`src/rtl/fpga_intc.sv`:
```
// rtl/fpga_intc.sv - 68040 board interrupt controller with strobe/ack register bus
// Define FPGA_INTC_EDGE_EN for edge-triggered sticky sources; default build is level-sensitive.
module fpga_intc #(
  parameter int NSRC = 4,
  parameter int WAIT = 1
) (
  input  logic            clk,
  input  logic            rst,
  input  logic            fpga_stb,
  input  logic            fpga_we,
  input  logic            fpga_iack,
  input  logic [3:0]      fpga_addr,
  input  logic [7:0]      fpga_data,
  output logic            fpga_ack,
  output logic [31:0]     fpga_odata,
  input  logic [NSRC-1:0] irq,
  output logic [2:0]      out_ipl
);

  typedef enum logic [1:0] {S_IDLE, S_WAIT, S_ACK, S_HOLD} state_t;

  localparam logic [3:0] WAIT_LAST = 4'((WAIT == 0) ? 0 : WAIT - 1);

  state_t          state;
  state_t          state_nxt;
  logic [3:0]      wait_cnt;
  logic            cap_we;
  logic            cap_iack;
  logic [3:0]      cap_addr;
  logic [7:0]      cap_data;

  logic [NSRC-1:0] sync1;
  logic [NSRC-1:0] sync2;
  logic [NSRC-1:0] pending;
  logic [NSRC-1:0] enable;
  logic [2:0]      swint;
  logic [7:0]      vbase;
  logic [2:0]      level [NSRC];

  logic            wr_commit;
  logic            iack_commit;
  logic            hw_hit;
  logic [2:0]      hw_idx;
  logic            sw_hit;
  logic [7:0]      vector;
  logic [7:0]      rdata;
  logic [2:0]      active;

  always_ff @(posedge clk) begin
    if (!rst) begin
      state <= S_IDLE;
    end else begin
      state <= state_nxt;
    end
  end

  always_comb begin
    state_nxt = state;
    case (state)
      S_IDLE:  if (fpga_stb) state_nxt = (WAIT == 0) ? S_ACK : S_WAIT;
      S_WAIT:  if (wait_cnt == WAIT_LAST) state_nxt = S_ACK;
      S_ACK:   state_nxt = S_HOLD;
      S_HOLD:  if (!fpga_stb) state_nxt = S_IDLE;
      default: state_nxt = S_IDLE;
    endcase
  end

  always_comb begin
    fpga_ack   = (state == S_ACK);
    fpga_odata = fpga_ack ? {24'd0, rdata} : 32'd0;
  end

  // Transaction fields are frozen at capture so the master may change them after strobe.
  always_ff @(posedge clk) begin
    if (!rst) begin
      wait_cnt <= 4'd0;
      cap_we   <= 1'b0;
      cap_iack <= 1'b0;
      cap_addr <= 4'd0;
      cap_data <= 8'd0;
    end else if (state == S_IDLE && fpga_stb) begin
      wait_cnt <= 4'd0;
      cap_we   <= fpga_we;
      cap_iack <= fpga_iack;
      cap_addr <= fpga_addr;
      cap_data <= fpga_data;
    end else if (state == S_WAIT) begin
      wait_cnt <= wait_cnt + 4'd1;
    end
  end

  assign wr_commit   = fpga_ack && cap_we && !cap_iack;
  assign iack_commit = fpga_ack && cap_iack;

  always_ff @(posedge clk) begin
    if (!rst) begin
      sync1 <= '0;
      sync2 <= '0;
    end else begin
      sync1 <= irq;
      sync2 <= sync1;
    end
  end

  // Descending scan leaves the lowest matching index as the winner.
  always_comb begin
    hw_hit = 1'b0;
    hw_idx = 3'd0;
    for (int i = NSRC - 1; i >= 0; i--) begin
      if (pending[i] && enable[i] && level[i] == cap_addr[2:0]) begin
        hw_hit = 1'b1;
        hw_idx = 3'(i);
      end
    end
    sw_hit = !hw_hit && (swint == cap_addr[2:0]) && (cap_addr[2:0] != 3'd0);
    if (hw_hit) begin
      vector = vbase + {5'd0, hw_idx};
    end else if (sw_hit) begin
      vector = vbase + 8'd8;
    end else begin
      vector = 8'h18;
    end
  end

  always_comb begin
    rdata = 8'h00;
    if (cap_iack) begin
      rdata = vector;
    end else if (!cap_addr[3]) begin
      case (cap_addr[2:0])
        3'd0:    rdata[NSRC-1:0] = pending;
        3'd1:    rdata[NSRC-1:0] = enable;
        3'd4:    rdata = {5'd0, swint};
        3'd5:    rdata = vbase;
        default: rdata = 8'h00;
      endcase
    end else begin
      for (int i = 0; i < NSRC; i++) begin
        if (cap_addr[2:0] == 3'(i)) rdata = {5'd0, level[i]};
      end
    end
  end

  always_ff @(posedge clk) begin
    if (!rst) begin
      enable <= '0;
      swint  <= 3'd0;
      vbase  <= 8'h40;
      for (int i = 0; i < NSRC; i++) level[i] <= 3'd0;
    end else if (wr_commit) begin
      if (cap_addr == 4'h1) enable <= cap_data[NSRC-1:0];
      if (cap_addr == 4'h4) swint <= cap_data[2:0];
      if (cap_addr == 4'h5) vbase <= cap_data;
      for (int i = 0; i < NSRC; i++) begin
        if (cap_addr == 4'(8 + i)) level[i] <= cap_data[2:0];
      end
    end else if (iack_commit && sw_hit) begin
      swint <= 3'd0;
    end
  end

`ifdef FPGA_INTC_EDGE_EN
  logic [NSRC-1:0] sync_prev;
  logic [NSRC-1:0] pend_clr;

  always_comb begin
    pend_clr = '0;
    if (wr_commit && cap_addr == 4'h0) pend_clr = cap_data[NSRC-1:0];
    for (int i = 0; i < NSRC; i++) begin
      if (iack_commit && hw_hit && hw_idx == 3'(i)) pend_clr[i] = 1'b1;
    end
  end

  // A fresh edge wins over a clear landing in the same cycle.
  always_ff @(posedge clk) begin
    if (!rst) begin
      sync_prev <= '0;
      pending   <= '0;
    end else begin
      sync_prev <= sync2;
      pending   <= (pending & ~pend_clr) | (sync2 & ~sync_prev);
    end
  end
`else
  assign pending = sync2;
`endif

  always_comb begin
    active = swint;
    for (int i = 0; i < NSRC; i++) begin
      if (pending[i] && enable[i] && level[i] > active) active = level[i];
    end
  end

  always_ff @(posedge clk) begin
    if (!rst) begin
      out_ipl <= 3'b111;
    end else begin
      out_ipl <= ~active;
    end
  end

endmodule

```
`config.mk`:
```
export PLATFORM = sky130hd
export DESIGN_NAME = fpga_intc
export DESIGN_NICKNAME = d
export VERILOG_FILES = /design/src/rtl/fpga_intc.sv
export SDC_FILE = /design/constraint.sdc
export NUM_CORES = 1
export LEC_CHECK = 0
export ABC_AREA = 1
export CAP_MARGIN = 40
export CORE_MARGIN = 8
export CORE_UTILIZATION = 49
export DETAILED_ROUTE_END_ITERATION = 10
export HOLD_SLACK_MARGIN = 0.15
export PLACE_DENSITY = 0.85
export SETUP_SLACK_MARGIN = 0.2
export SYNTH_ARGS = -nofsm -noshare
export SYNTH_HDL_FRONTEND = slang
export SYNTH_SLANG_ARGS = --single-unit
export TNS_END_PERCENT = 10
```
`constraint.sdc`:
```
create_clock -name clk -period 3.9 [get_ports clk]
set_input_delay 0.78 -clock clk [delete_from_list [all_inputs] [get_ports clk]]
set_output_delay 0.78 -clock clk [all_outputs]
set_load 0.03 [all_outputs]
```
== After elaboration in Yosys (flattened, before gate mapping) ==
Memory sizes are Yosys's and may differ from the RTL's.
Index checks and enable logic that the tools add are counted.

* Add/sub/neg operators: 3
* Magnitude comparators: 4
* Eq/ne operators: 24
* Muxes and demuxes: 51
* Bitwise logic cells: 6
* Reduce and logical (&&, ||, !) cells: 31

{| class="wikitable"
|+ Operators with widths
! operator !! count
|-
| two-way mux 8 bit || 8
|-
| two-way mux 3 bit || 15
|-
| two-way mux 1 bit || 21
|-
| logical AND 1 bit || 19
|-
| == test 4 bit (second input constant) || 4
|-
| case mux 4 bit (4 select lines) || 1
|-
| == test 3 bit || 5
|-
| greater-than comparator 3 bit || 4
|-
| adder 8 x 3 -> 8 bit || 1
|-
| adder 8 x 4 -> 8 bit (second input constant) || 1
|-
| == test 4 x 3 -> 1 bit (second input constant) || 2
|-
| two-way mux 2 bit || 4
|-
| case mux 2 bit (4 select lines) || 1
|-
| == test 3 x 2 -> 1 bit (second input constant) || 2
|-
| == test 3 bit (second input constant) || 2
|-
| inequality test 2 bit (second input constant) || 3
|-
| AND reduction 2 bit || 3
|-
| adder 4 x 1 -> 4 bit (second input constant) || 1
|-
| == test 2 bit (second input constant) || 2
|-
| == test 4 x 1 -> 1 bit (second input constant) || 1
|-
| zero test 4 bit || 1
|-
| two-way mux 4 bit || 1
|-
| OR 1 bit || 4
|-
| == test 3 x 1 -> 1 bit (second input constant) || 1
|-
| other kinds (11) || 12
|}

* Bits in registers: 46
* Memory bits (writable): 12
* Output and inout port bits: 36
* Memories kept: 1

{| class="wikitable"
|+ Memories
! memory !! words !! width !! rd ports !! clocked after memory_dff !! write ports !! line !! RTL
|-
| level || 4 || 3 || 4 || 0 || 4 || 38 || <nowiki>logic [2:0] level [NSRC];</nowiki>
|}

== Logic depth before layout (Yosys ltp) ==
An unclocked memory read counts as a cell.

* Word-level depth: 14
* Gate-level depth with buffers: 29
* Depth with buffers taken out: 29

== Worst setup path before layout ==
OpenSTA, ideal clock, no wires.

* Kind: register to register
* From: memory level[0][1]
* To: register out_ipl[0]
* Arrival: 3.719 ns
* Slack: 0.123 ns
* Cell stages (with the launch flop): 28
* Period minus slack after synthesis: 3.777 ns
* Path through: edfxtp_1 ha_1 nand3_1 nand2_1 inv_1 nand2_1 o21ai_0 ha_1 o21ai_0 nand3_1 nand3_1 nand2_1 nand2_1 nand2_1 ha_1 nand2_1 o21ai_0 nand3_1 inv_1 nand2_1 and2_1 ha_1 nand2_1 o21ai_0 nand3_1 o21ai_0 inv_1 nand2_1

{| class="wikitable"
|+ RTL lines
! element !! line !! RTL
|-
| start, declared || 38 ||
|-
| end signal, assigned || 199 || <nowiki>out_ipl <= ~active;</nowiki>
|-
| end, declared || 17 || <nowiki>output logic [2:0] out_ipl</nowiki>
|}

==> impl_metrics.env <==
export IMPL_arrival_ns=4.13
export IMPL_cts_tree="built"
export IMPL_clock_latency_ns=0.35
export IMPL_cp_end_kind="flop"
export IMPL_async_flop_share_pct=0
export IMPL_vias_per_cell=5.45
export IMPL_design_area_sq_um=4610
export IMPL_combinationalPowerShare_pct=35.0
export IMPL_cp_required_ns=4.19
export IMPL_syn_inst=526
export IMPL_pwr_share_seq_pct=38.6
export IMPL_start_util_pct=49.6
export IMPL_vias=3761
export IMPL_slowest_delay_ns=0.45
export IMPL_r2r_setup_slack_ns=0.06
export IMPL_utilization_pct=60.6
export IMPL_path_class="flop to flop"
export IMPL_status="complete, no violations"
export IMPL_post_route_period_util_pct=98.4
export IMPL_ys_seq_area_share_pct=33.9
export IMPL_ys_types=41
export IMPL_busiest_layer="met2"
export IMPL_finalSetupViolations=0
export IMPL_cts_max_level=3
export IMPL_ios=57
export IMPL_overflow=0
export IMPL_path_common_cell="nand2_2"
export IMPL_nets=626
export IMPL_power_leakage_uw=0.00215
export IMPL_yosys_top_cells_area="dfxtp_1 24%, edfxtp_1 9.5%, nand2_1 9.4%, inv_1 7.1%, ha_1 6.6%"
export IMPL_num_rows=32
export IMPL_relSlewSlack_pct=48.9
export IMPL_grt_first_pass_wirelength_um=16700
export IMPL_dieArea_sq_um=10800
export IMPL_dpl_cell_area_sq_um=4130
export IMPL_p_clk_share_pct=26.5
export IMPL_yosys_most_used_dff="dfxtp_1"
export IMPL_antenna_found_initial=0
export IMPL_drtAntennaViolNets=0
export IMPL_numCtsBuffers=9
export IMPL_grt_max_degree=49
export IMPL_yosys_warnings=0
export IMPL_syn_mean_instance_area_sq_um=7.18
export IMPL_die_h_um=104
export IMPL_antenna_cells=0
export IMPL_path_max_fanout=6
export IMPL_cts_root_buf="clkbuf_8"
export IMPL_drtIter0Drc=306
export IMPL_clk_path_buf_depth=2
export IMPL_cp_slowest_cell="edfxtp_1"
export IMPL_syn2layout_area_growth_pct=22.1
export IMPL_grtUsageTotal_pct=18.4
export IMPL_hold_viol=0
export IMPL_core_area_sq_um=7610
export IMPL_max_freq_mhz=261
export IMPL_cts_hold_buf=0
export IMPL_wl_per_cell_um=15.1
export IMPL_port_buffers=32
export IMPL_syn_cell_area_sq_um=3780
export IMPL_sw_frac_of_total_pct=40.1
export IMPL_clkSinkCount=58
export IMPL_period_needed_ns=3.84
export IMPL_skew_ns=0.00804
export IMPL_ir_drop_v=0.000315
export IMPL_synth_edff_count=12
export IMPL_finalMaxSlewViolations=0
export IMPL_hp_class="flop to flop"
export IMPL_synth_largest_area_cell="dfxtp_1"
export IMPL_cap_violations=0
export IMPL_power_density_nw_per_um2=422
export IMPL_synth_top_cell_area_share_pct=24.4
export IMPL_wl_um=10400
export IMPL_ys_ff_latch=58
export IMPL_cp_start_kind="flop"
export IMPL_fin_setup_tns_ns=0
export IMPL_gp_congestion=0.933
export IMPL_rsz0062_at_grt="true"
export IMPL_hpwl_um=7440
export IMPL_die_width_um=104
export IMPL_p_int_uw=1170
export IMPL_remaining_drc_errors=0
export IMPL_clk_pin_slew_ns=0.07
export IMPL_use_met3_pct=5.27
export IMPL_grt_pass1_vias=3681
export IMPL_globalRouteMet2Util_pct=31.9
export IMPL_tightest_slew_ns=0.764
export IMPL_grtUsageMet1_pct=19.4
export IMPL_drive_gt1_share_pct=17.3
export IMPL_switchingPower_uw=781
export IMPL_dr_pass1_iters=5
## metrics by stage
step | setup slack, ns | instances | total power [uW] | hold slack, ns
after CTS | -0.0384 | 676 | 1910 | 0.416
after global placement | 0.0524 | 659 | 1370 | 0.394
final | 0.0621 | 690 | 1950 | 0.412
after global routing | -0.111 | 690 | 2050 | 0.430
after detailed placement | -0.241 | 659 | 1390 | 0.401
after floorplan | 0.178 | 549 | 1230 | 0.390
## synthesized netlist by cell type (all sizes together), types with 2 or more instances
master	count
buf	27
nand3	42
ha	20
xnor2	4
a21oi	40
nor4	3
o22ai	3
nor2	59
o211ai	7
dfxtp	46
xor2	9
edfxtp	12
o21ai	40
and2	3
nor3	5
o31ai	5
a211oi	3
a21boi	2
or2	2
inv	74
clkbuf	9
nand4	6
nand2	96
## cell type report
class                      instances  area [sq um]
clock buffer                      11           153
clock inverter                     4          26.3
fill                             669          3000
inverter                          74           280
multi-input combinational        381          2240
sequential                        58          1280
tap                              102           128
timing repair buffer              60           503
## cells in the final DEF, fill, tap and decap left out, types with 3 or more instances in the layout
| cell type | count |
|---|---|
| o31ai_1 | 5 |
| nor3_1 | 4 |
| a21oi_1 | 37 |
| ha_4 | 6 |
| o22ai_1 | 3 |
| conb_1 | 24 |
| dfxtp_1 | 43 |
| nand2_2 | 10 |
| inv_2 | 6 |
| xor2_1 | 9 |
| o211ai_1 | 7 |
| a211oi_1 | 3 |
| nand4_1 | 6 |
| dfxtp_2 | 3 |
| inv_1 | 67 |
| o21ai_2 | 5 |
| nor2_1 | 56 |
| xnor2_1 | 4 |
| clkdlybuf4s50_1 | 25 |
| buf_4 | 31 |
| clkbuf_8 | 9 |
| o21ai_0 | 33 |
| nand3_2 | 6 |
| nand3_1 | 34 |
| ha_1 | 14 |
| nand2_1 | 84 |
| edfxtp_1 | 12 |
## logic make-up after synthesis
family          after synthesis  synth area share, %
buf+inv                     110                 14.4
xor+xnor                     13                 3.02
fa+ha+maj                    21                 7.16
other cells                   1               0.0993
compound gates              106                 15.7
flops                        58                 33.9
simple gates                217                 25.6
## flip-flops by register name, summed over array words and instances, names as in the netlist
name	cells
cap_we	1
pending	4
cap_data	8
enable	4
cap_iack	1
vbase	8
cap_addr	4
level	12
wait_cnt	4
out_ipl	3
sync1	4
swint	3
state	2
## worst paths after layout
check             cells after the start    endpoint        start
setup / recovery                     27  out_ipl[1]  level[0][2]
setup reg to reg                     27  out_ipl[1]  level[0][2]
hold / removal                        2  pending[1]     sync1[1]
hold reg to reg                       2  pending[1]     sync1[1]
## power groups by stage
stage	combinational [uW]	clock [uW]	sequential, uW
final	681	516	751
after global routing	748	548	759
after CTS	638	523	749
after detailed placement	633	0	761
after global placement	609	0	756
after floorplan	500	0	727
## metal layers
metal / share of wire, % / vias up
met2: 50 / 182
met1: 38 / 1719
met3: 8.3 / 54
met5: 0 / -
met4: 4.2 / 0
li1: - / 1806
## critical path, delay by kind of cell, from the launching register on
family	cells	cell delay (ns)
AO/OA/AOI/OAI	6	0.77
adder cells (fa/ha/maj)	4	0.96
AND/OR/NAND/NOR	15	1.44
buffers and inverters	2	0.16
flip-flops	1	0.45
## what timing repair did
item | in CTS | in global routing
endpoints found under the setup margin | 10 | 11
setup buffers | 2 | 14
gates resized for setup | 24 | 52
pin swaps | 6 | 25
Power figures use the tool's default switching activity.
